## src/rtl/midi_rx_fifo.sv

```systemverilog
// MIDI IN UART receiver: synchronised line, 3-sample majority vote per bit,
// receive FIFO with sticky overrun / framing-error flags and a level interrupt.
module midi_rx_fifo #(
    parameter int CLKS_PER_BIT = 256,
    parameter int DATA_BITS    = 8,
    parameter int FIFO_DEPTH   = 4,
    localparam int MID = CLKS_PER_BIT / 2,
    localparam int CW  = $clog2(FIFO_DEPTH) + 1
) (
    input  logic                 clk,
    input  logic                 reset,
    input  logic                 midi_in,
    input  logic                 bus_rd,
    input  logic                 err_clr,
    output logic [DATA_BITS-1:0] bus_dat,
    output logic                 irq,
    output logic [CW-1:0]        rx_count,
    output logic                 overrun,
    output logic                 frame_err
);
    localparam int TW = $clog2(CLKS_PER_BIT);
    localparam int BW = $clog2(DATA_BITS + 2);
    localparam int PW = $clog2(FIFO_DEPTH);

    localparam logic [TW-1:0] T_A         = TW'(MID - 1);
    localparam logic [TW-1:0] T_B         = TW'(MID);
    localparam logic [TW-1:0] T_C         = TW'(MID + 1);
    localparam logic [TW-1:0] T_LAST      = TW'(CLKS_PER_BIT - 1);
    localparam logic [BW-1:0] B_LAST_DATA = BW'(DATA_BITS);
    localparam logic [CW-1:0] C_FULL      = CW'(FIFO_DEPTH);

    typedef enum logic [1:0] {IDLE, START, DATA, STOP} state_t;

    // ------------------------------------------------------------------
    // Line synchroniser and start-edge detection
    // ------------------------------------------------------------------
    logic [1:0] sync_reg;
    logic [1:0] vld_reg;
    logic       line_prev_reg;
    logic       armed_reg;
    logic       line_s;
    logic       start_edge;

    assign line_s = sync_reg[1];

    // vld_reg tracks when sync_reg holds real line samples after reset, so a
    // line that is already low coming out of reset must first be seen high.
    always_ff @(posedge clk) begin
        if (reset) begin
            sync_reg      <= 2'b11;
            vld_reg       <= 2'b00;
            line_prev_reg <= 1'b1;
            armed_reg     <= 1'b0;
        end else begin
            sync_reg      <= {sync_reg[0], midi_in};
            vld_reg       <= {vld_reg[0], 1'b1};
            line_prev_reg <= line_s;
            armed_reg     <= armed_reg | (vld_reg[1] & line_s);
        end
    end

    assign start_edge = armed_reg & line_prev_reg & ~line_s;

    // ------------------------------------------------------------------
    // Bit timer, majority vote and receive state machine
    // ------------------------------------------------------------------
    state_t               state_reg;
    logic [TW-1:0]        timer_reg;
    logic [BW-1:0]        bit_idx_reg;
    logic                 samp_a_reg;
    logic                 samp_b_reg;
    logic [DATA_BITS-1:0] rx_sr_reg;

    logic vote_edge;
    logic timer_wrap;
    logic vote;
    logic push_req;
    logic ferr_set;

    // The third sample is the live line at timer MID+1, so the decision lands
    // on the edge where the timer enters MID+2.
    assign vote_edge  = (timer_reg == T_C);
    assign timer_wrap = (timer_reg == T_LAST);
    assign vote       = (samp_a_reg & samp_b_reg) | ((samp_a_reg ^ samp_b_reg) & line_s);
    assign push_req   = (state_reg == STOP) & vote_edge & vote;
    assign ferr_set   = (state_reg == STOP) & vote_edge & ~vote;

    always_ff @(posedge clk) begin
        if (reset) begin
            state_reg   <= IDLE;
            timer_reg   <= '0;
            bit_idx_reg <= '0;
            samp_a_reg  <= 1'b1;
            samp_b_reg  <= 1'b1;
            rx_sr_reg   <= '0;
        end else begin
            if (state_reg != IDLE) begin
                timer_reg <= timer_wrap ? '0 : timer_reg + TW'(1);
                if (timer_reg == T_A) samp_a_reg <= line_s;
                if (timer_reg == T_B) samp_b_reg <= line_s;
            end
            case (state_reg)
                IDLE: begin
                    timer_reg   <= '0;
                    bit_idx_reg <= '0;
                    if (start_edge) state_reg <= START;
                end
                START: begin
                    if (vote_edge && vote) begin
                        state_reg <= IDLE;
                        timer_reg <= '0;
                    end else if (timer_wrap) begin
                        state_reg   <= DATA;
                        bit_idx_reg <= BW'(1);
                    end
                end
                DATA: begin
                    if (vote_edge) rx_sr_reg <= {vote, rx_sr_reg[DATA_BITS-1:1]};
                    if (timer_wrap) begin
                        bit_idx_reg <= bit_idx_reg + BW'(1);
                        if (bit_idx_reg == B_LAST_DATA) state_reg <= STOP;
                    end
                end
                STOP: begin
                    // Leave half a bit early so a back-to-back start edge is caught.
                    if (vote_edge) begin
                        state_reg <= IDLE;
                        timer_reg <= '0;
                    end
                end
                default: state_reg <= IDLE;
            endcase
        end
    end

    // ------------------------------------------------------------------
    // Receive FIFO
    // ------------------------------------------------------------------
    logic [DATA_BITS-1:0] mem [FIFO_DEPTH];
    logic [PW-1:0]        rd_ptr_reg;
    logic [PW-1:0]        wr_ptr_reg;
    logic [PW-1:0]        rd_ptr_next;
    logic [CW-1:0]        count_reg;
    logic [CW-1:0]        count_next;
    logic [DATA_BITS-1:0] bus_dat_reg;
    logic [DATA_BITS-1:0] bus_dat_next;
    logic                 irq_reg;
    logic                 overrun_reg;
    logic                 frame_err_reg;

    logic fifo_empty;
    logic fifo_full;
    logic pop;
    logic push;
    logic ovr_set;

    assign fifo_empty = (count_reg == '0);
    assign fifo_full  = (count_reg == C_FULL);
    assign pop        = bus_rd & ~fifo_empty;
    assign push       = push_req & (~fifo_full | pop);
    assign ovr_set    = push_req & fifo_full & ~pop;

    // Registered head: when the new head is the entry being written this
    // cycle, bypass the array and take the incoming byte directly.
    always_comb begin
        rd_ptr_next  = rd_ptr_reg + PW'(pop);
        count_next   = count_reg + CW'(push) - CW'(pop);
        bus_dat_next = '0;
        if (count_next != '0) begin
            if (push && (wr_ptr_reg == rd_ptr_next)) bus_dat_next = rx_sr_reg;
            else                                     bus_dat_next = mem[rd_ptr_next];
        end
    end

    always_ff @(posedge clk) begin
        if (push) mem[wr_ptr_reg] <= rx_sr_reg;
    end

    always_ff @(posedge clk) begin
        if (reset) begin
            rd_ptr_reg    <= '0;
            wr_ptr_reg    <= '0;
            count_reg     <= '0;
            irq_reg       <= 1'b0;
            bus_dat_reg   <= '0;
            overrun_reg   <= 1'b0;
            frame_err_reg <= 1'b0;
        end else begin
            rd_ptr_reg    <= rd_ptr_next;
            if (push) wr_ptr_reg <= wr_ptr_reg + PW'(1);
            count_reg     <= count_next;
            irq_reg       <= (count_next != '0);
            bus_dat_reg   <= bus_dat_next;
            // A set in the same cycle as err_clr wins.
            overrun_reg   <= ovr_set | (overrun_reg & ~err_clr);
            frame_err_reg <= ferr_set | (frame_err_reg & ~err_clr);
        end
    end

    assign bus_dat   = bus_dat_reg;
    assign irq       = irq_reg;
    assign rx_count  = count_reg;
    assign overrun   = overrun_reg;
    assign frame_err = frame_err_reg;

endmodule

```

## config.mk

```make
export PLATFORM = sky130hd
export DESIGN_NAME = midi_rx_fifo
export DESIGN_NICKNAME = d
export VERILOG_FILES = /design/src/rtl/midi_rx_fifo.sv
export SDC_FILE = /design/constraint.sdc
export NUM_CORES = 1
export LEC_CHECK = 0
export BUFFER_PORTS_ARGS = -buffer_cell sky130_fd_sc_hd__buf_4
export CAP_MARGIN = 20
export CORE_AREA = 2 2 67 94
export CTS_CLUSTER_SIZE = 8
export DETAILED_ROUTE_END_ITERATION = 16
export DIE_AREA = 0 0 69 96
export PLACE_DENSITY_LB_ADDON = 0.15
export SYNTH_ARGS = -nofsm -noshare
export SYNTH_HDL_FRONTEND = slang
export SYNTH_SLANG_ARGS = --single-unit
```

## constraint.sdc

```tcl
create_clock -name clk -period 6.65 [get_ports clk]
set_input_delay 0 -clock clk [delete_from_list [all_inputs] [get_ports clk]]
set_output_delay 0 -clock clk [all_outputs]
set_load 0.05 [all_outputs]
```

* Word level (Yosys, flattened, before mapping)
Memory sizes are Yosys's and may differ from the RTL's. A register that Yosys moved wholly into a read port is not among the register bits.
Index checks and enable logic that the tools add are counted.
** Storage, ports and cells
- Bits of input ports :: 5
- Memories :: 1
- Output and inout bits :: 14
- RAM bits :: 32
- Register bits :: 40
** Cells by class
- Eq/ne operators :: 16
- Mux-type cells :: 19
- Add/sub/neg operators :: 6
- Reductions and logical operators :: 12
- Bitwise operators :: 27
** Memories
- mem :: words 4, bits a word 8, rd ports 1, clocked after Yosys merged registers in 1, wr ports 1, RTL line 139 : logic [DATA_BITS-1:0] mem [FIFO_DEPTH];
** Operators with widths (number)
- $mux W8 :: 4
- $eq A8 B8 Y1 const B :: 3
- $pmux W8 S3 :: 1
- $and A1 B1 Y1 :: 14
- $mux W2 :: 6
- $mux W4 :: 3
- $ne A2 B2 Y1 const B :: 6
- $pmux W4 S3 :: 1
- $add A8 B1 Y8 const B :: 1
- $eq A8 B7 Y1 const B :: 1
- $pmux W2 S4 :: 1
- $not A1 Y1 :: 7
- $reduce_and A2 Y1 :: 3
- $reduce_bool A3 Y1 :: 2
- $or A1 B1 Y1 :: 5
- $reduce_and A5 Y1 :: 1
- $add A4 B1 Y4 const B :: 1
- $eq A2 B2 Y1 const B :: 2
- $eq A4 B4 Y1 const B :: 1
- $reduce_and A4 Y1 :: 1
- $add A3 B1 Y3 :: 1
- $eq A3 B3 Y1 const B :: 1
- $logic_not A3 Y1 :: 1
- $mux W1 :: 3
- 10 further kinds :: 10

* Depth between registers and ports, before layout
- Word-level depth :: 10
- Gate-level depth with buffers :: 14
- Mapped depth without buffers :: 14

* Least setup slack after synthesis
No wires, ideal clock.
- Path type :: register -> register
- Start point :: reg timer_reg[3]
- End point :: reg bus_dat_reg[0], in the netlist bus_dat[0], read port of mem
- Required time :: 6.527 ns
- Slack :: 3.293 ns
- Buffers on the path :: 1
- Setup time :: 0.123 ns
- Data arrival time :: 3.234 ns
- Stages on the path, launching flop included :: 14
- Period minus slack after synthesis :: 3.357 ns
- Cells stage by stage :: dfxtp_1 > or4_1 > buf_2 > or4_4 > nor2_1 > inv_1 > ha_1 > inv_1 > ha_1 > fa_1 > xnor2_1 > nand2_1 > nand2_1 > nor2_1
** Between the ends
- Cells in the longest elaborated chain, start to end :: 9
** Ends and longest elaborated chain
- from (decl) :: RTL line 68 : logic [TW-1:0] timer_reg;
- from (signal assigned) :: RTL line 98 : timer_reg <= timer_wrap ? '0 : timer_reg + TW'(1);
- $eq A8 B8 Y1 :: RTL line 82 : assign vote_edge = (timer_reg == T_C);
- $and A1 B1 Y1 (2 in series) :: RTL line 85 : assign push_req = (state_reg == STOP) & vote_edge & vote;
- $and A1 B1 Y1 :: RTL line 160 : assign push = push_req & (~fifo_full | pop);
- $add A3 B1 Y3 :: RTL line 167 : count_next = count_reg + CW'(push) - CW'(pop);
- $sub A3 B1 Y3 :: RTL line 167
- $reduce_bool A3 Y1 :: RTL line 169 : if (count_next != '0) begin
- $not A1 Y1 (no source line)
- $reduce_or A2 Y1 (no source line)
- to (decl) :: RTL line 145 : logic [DATA_BITS-1:0] bus_dat_reg;
Every way passes these cells.
A chain may end at the register's enable or synchronous reset.

* Worst setup path after layout
- Start point :: reg timer_reg[3]
- End point :: reg bus_dat_reg[3], in the netlist bus_dat[3], read port of mem
Same word-level chain as after synthesis.

==> out/metrics.yaml <==
critical_path:
  crit_slowest_cell: "or4_1"
  path_cells: "or4_1 > or4_4 > nor2_1 > inv_1 > ha_1 > inv_1 > ha_1 > fa_1 > xnor2_1 > nand2_1 > nand2_1 > nor2_1"
  cp-start-kind: "flop"
  critPathBufInv: 2
  critPathKind: "reg -> reg"
  crit_required_ns: 6.89
  cp_max_fo: 9
  crit_family: "simple AND/OR/NAND/NOR gates"
  end_kind: "flop"
  cpPeakStageDelay_ns: 0.64
  crit_arrival_ns: 3.92
yosys:
  synth_cell_type_count: 44
  yosysWarnings: 0
  async_flop_share_pct: 0
  ys_ff_latch: 80
  synth_edf_count: 32
  ys.flop_type: "dfxtp_1"
  synth_area_sq_um: 3386
  syn_nets: 315
  synth_seq_area_share_pct: 56.76
  synth_area_per_cell_sq_um: 11.60
  netlist_instances: 292
grt:
  track_usage_pct: 19.90
  antenna_found_initial: 0
  grt-ovfl-total: 0
  grt_pass1_wl_mm: 10.01
  grt_pass1_vias: 2147
  grt_start_max_net_pins: 27
pwr:
  total_power_mw: 1.337
  ir_worst_vdd_v: 0.0001709
  leakage_nw: 1.378
  pwr_density_cell_nw_per_um2: 347.3
timing:
  min_period_over_period_pct: 55.29
  max_slew_margin_pct: 45.38
  rsz0062_at_grt: "no"
  setup_tns_ns: 0
  slew_viol_final: 0
  tightest_slew_ns: 0.8079
  timing_hold_violations_final: 0
  setup_slack_ns: 2.973
  fin_skew_ns: 0.01024
  setup_violations: 0
  max_freq_mhz: 272.0
  min_period_ns: 3.677
detailed_routing:
  drc_errors: 0
  drt_wl_total_mm: 6.005
  vias_per_cell: 5.598
  routed-via-count: 2189
  drt_pass1_iterations: 4
  drt_iter0_drc: 90
  drt-wirelength-per-cell_microns: 15.36
  antenna_left: 0
cells_and_area:
  largest_register_ffs: 32
  drive_gt1_share_pct: 15.58
  diodes: 0
  regMostFlops: "mem"
  areaGrowthSynthToFinish_pct: 13.71
  fin_cells: 391
  fin_nets: 339
clock_tree:
  htree_levels: 3
  cts_buffers: 9
  clkLatencyLatePin_ns: 0.36
  cts_tree: "built"
  cts_hold_buf: 3
  root_buffer: "clkbuf_8"
  postCtsSetupBuffers: 0
  cts_buffer_depth: 2
  clk_pin_slew_worst_paths_ns: 0.08
  postCtsResizedCells: 0
  clock-sinks: 80
placed_design:
  dp_hpwl_mm: 4.276
  dp_slack_ns: 2.967
  port_buffers: 18
  placed_cells: 372
  gp_congestion: 0.7489
die:
  core_area_sq_um: 5781
  fp.dieH_microns: 96
  die_w_microns: 69
  start_util_pct: 58.57
  num_rows: 33
  pin_count: 19
  die_area_sq_um: 6624
hold_path:
  hold_path_class: "in -> reg"
status:
  outcome: "finished clean"
job:
  cap_violations: 0
## cell usage after synthesis, types with 2 or more instances
library cell	instances	area, sq um
a21oi_1	19	95.09
a22oi_1	2	15.01
and2_1	5	31.28
clkbuf_1	8	30.03
dfxtp_1	48	960.9
edfxtp_1	32	960.9
ha_1	17	212.7
inv_1	16	60.06
mux2i_1	10	100.1
mux4_2	8	180.2
nand2_1	23	86.33
nand2b_1	2	12.51
nand3_1	13	65.06
nor2_1	31	116.4
nor2b_1	6	37.54
nor3_1	3	15.01
nor4b_1	2	17.52
o21ai_0	8	40.04
or2_2	2	12.51
or4_1	3	22.52
xnor2_1	8	70.07
xor2_1	4	35.03
## cells in the final DEF (no fill, tap or decap), types with 2 or more instances in the layout
cell type and n:
clkbuf_16 2, nand3_1 13, or4_1 3, xor2_1 4
a22oi_1 2, and2_1 5, or2_2 2, a21oi_1 19
nand2b_1 2, nor4b_1 2, inv_1 16, buf_4 19
o21ai_0 8, nor3_1 3, dlygate4sd3_1 3, clkbuf_8 11
nor2b_1 6, ha_1 17, edfxtp_1 32, nor2_1 31
clkbuf_1 2, dfxtp_1 48, nand2_1 23, mux4_2 8
mux2i_1 10, xnor2_1 8
## power by group
| group | leakage, nW | switching, mW | internal [mW] |
|---|---|---|---|
| Sequential | 0.688 | 0.0168 | 0.540 |
| Combinational | 0.570 | 0.219 | 0.151 |
| Clock | 0.120 | 0.170 | 0.240 |
| Total | 1.38 | 0.406 | 0.931 |
## per-layer routing
layer | global-route usage (%) | wire length, microns
met1 | 21.64 | 2502
met2 | 35.58 | 3142
met3 | 5.969 | 210
met4 | 9.641 | 148
met5 | 0 | 0
## cells by family after synthesis
kind of cell    count (synthesis)  share of synthesized area, %
buf+inv                        26                         2.919
xor+xnor                       12                         3.104
fa+ha+maj                      18                         6.874
simple gates                   98                         14.75
flops                          80                         56.76
mux                            19                         8.611
compound gates                 39                         6.985
## metrics by stage
stage | utilization, % | hold slack [ns] | area [sq um]
floorplan | - | 0.1038 | 3386
global placement | 61.95 | 0.1884 | 3581
detailed placement | 61.95 | 0.1922 | 3581
CTS | 66.60 | 0.01827 | 3850
global route | 66.60 | 0.04070 | 3850
finish | 66.60 | 0.01440 | 3850
## path summary, 6_finish.rpt
| kind | from | endpoint | slack, ns | cells past startpoint |
|---|---|---|---|---|
| setup / recovery | timer_reg[3]$_SDFF_PP0_ | bus_dat[3]$_SDFF_PP0_ | 2.97 | 12 |
| hold / removal | bus_rd | overrun$_SDFF_PP0_ | 0.01 | 4 |
| setup reg to reg | timer_reg[3]$_SDFF_PP0_ | bus_dat[3]$_SDFF_PP0_ | 2.97 | 12 |
| hold reg to reg | sync_reg[0]$_SDFF_PP1_ | sync_reg[1]$_SDFF_PP1_ | 0.41 | 1 |
## tightest hold or removal path, cell delays in order
cell and delay [ns]:
buf_4 0.09, nor4b_1 0.08, nand3_1 0.09, a21oi_1 0.06
## area by class of cell
class                      count  area (sq um)
clock buffer                  15         209.0
clock inverter                 1         30.03
fill                         445          1931
inverter                      17         63.81
multi-input combinational    186          1365
sequential                    80          1922
tap                           70         87.58
timing repair buffer          22         172.7
No activity file was read; power rests on OpenSTA's default activity.
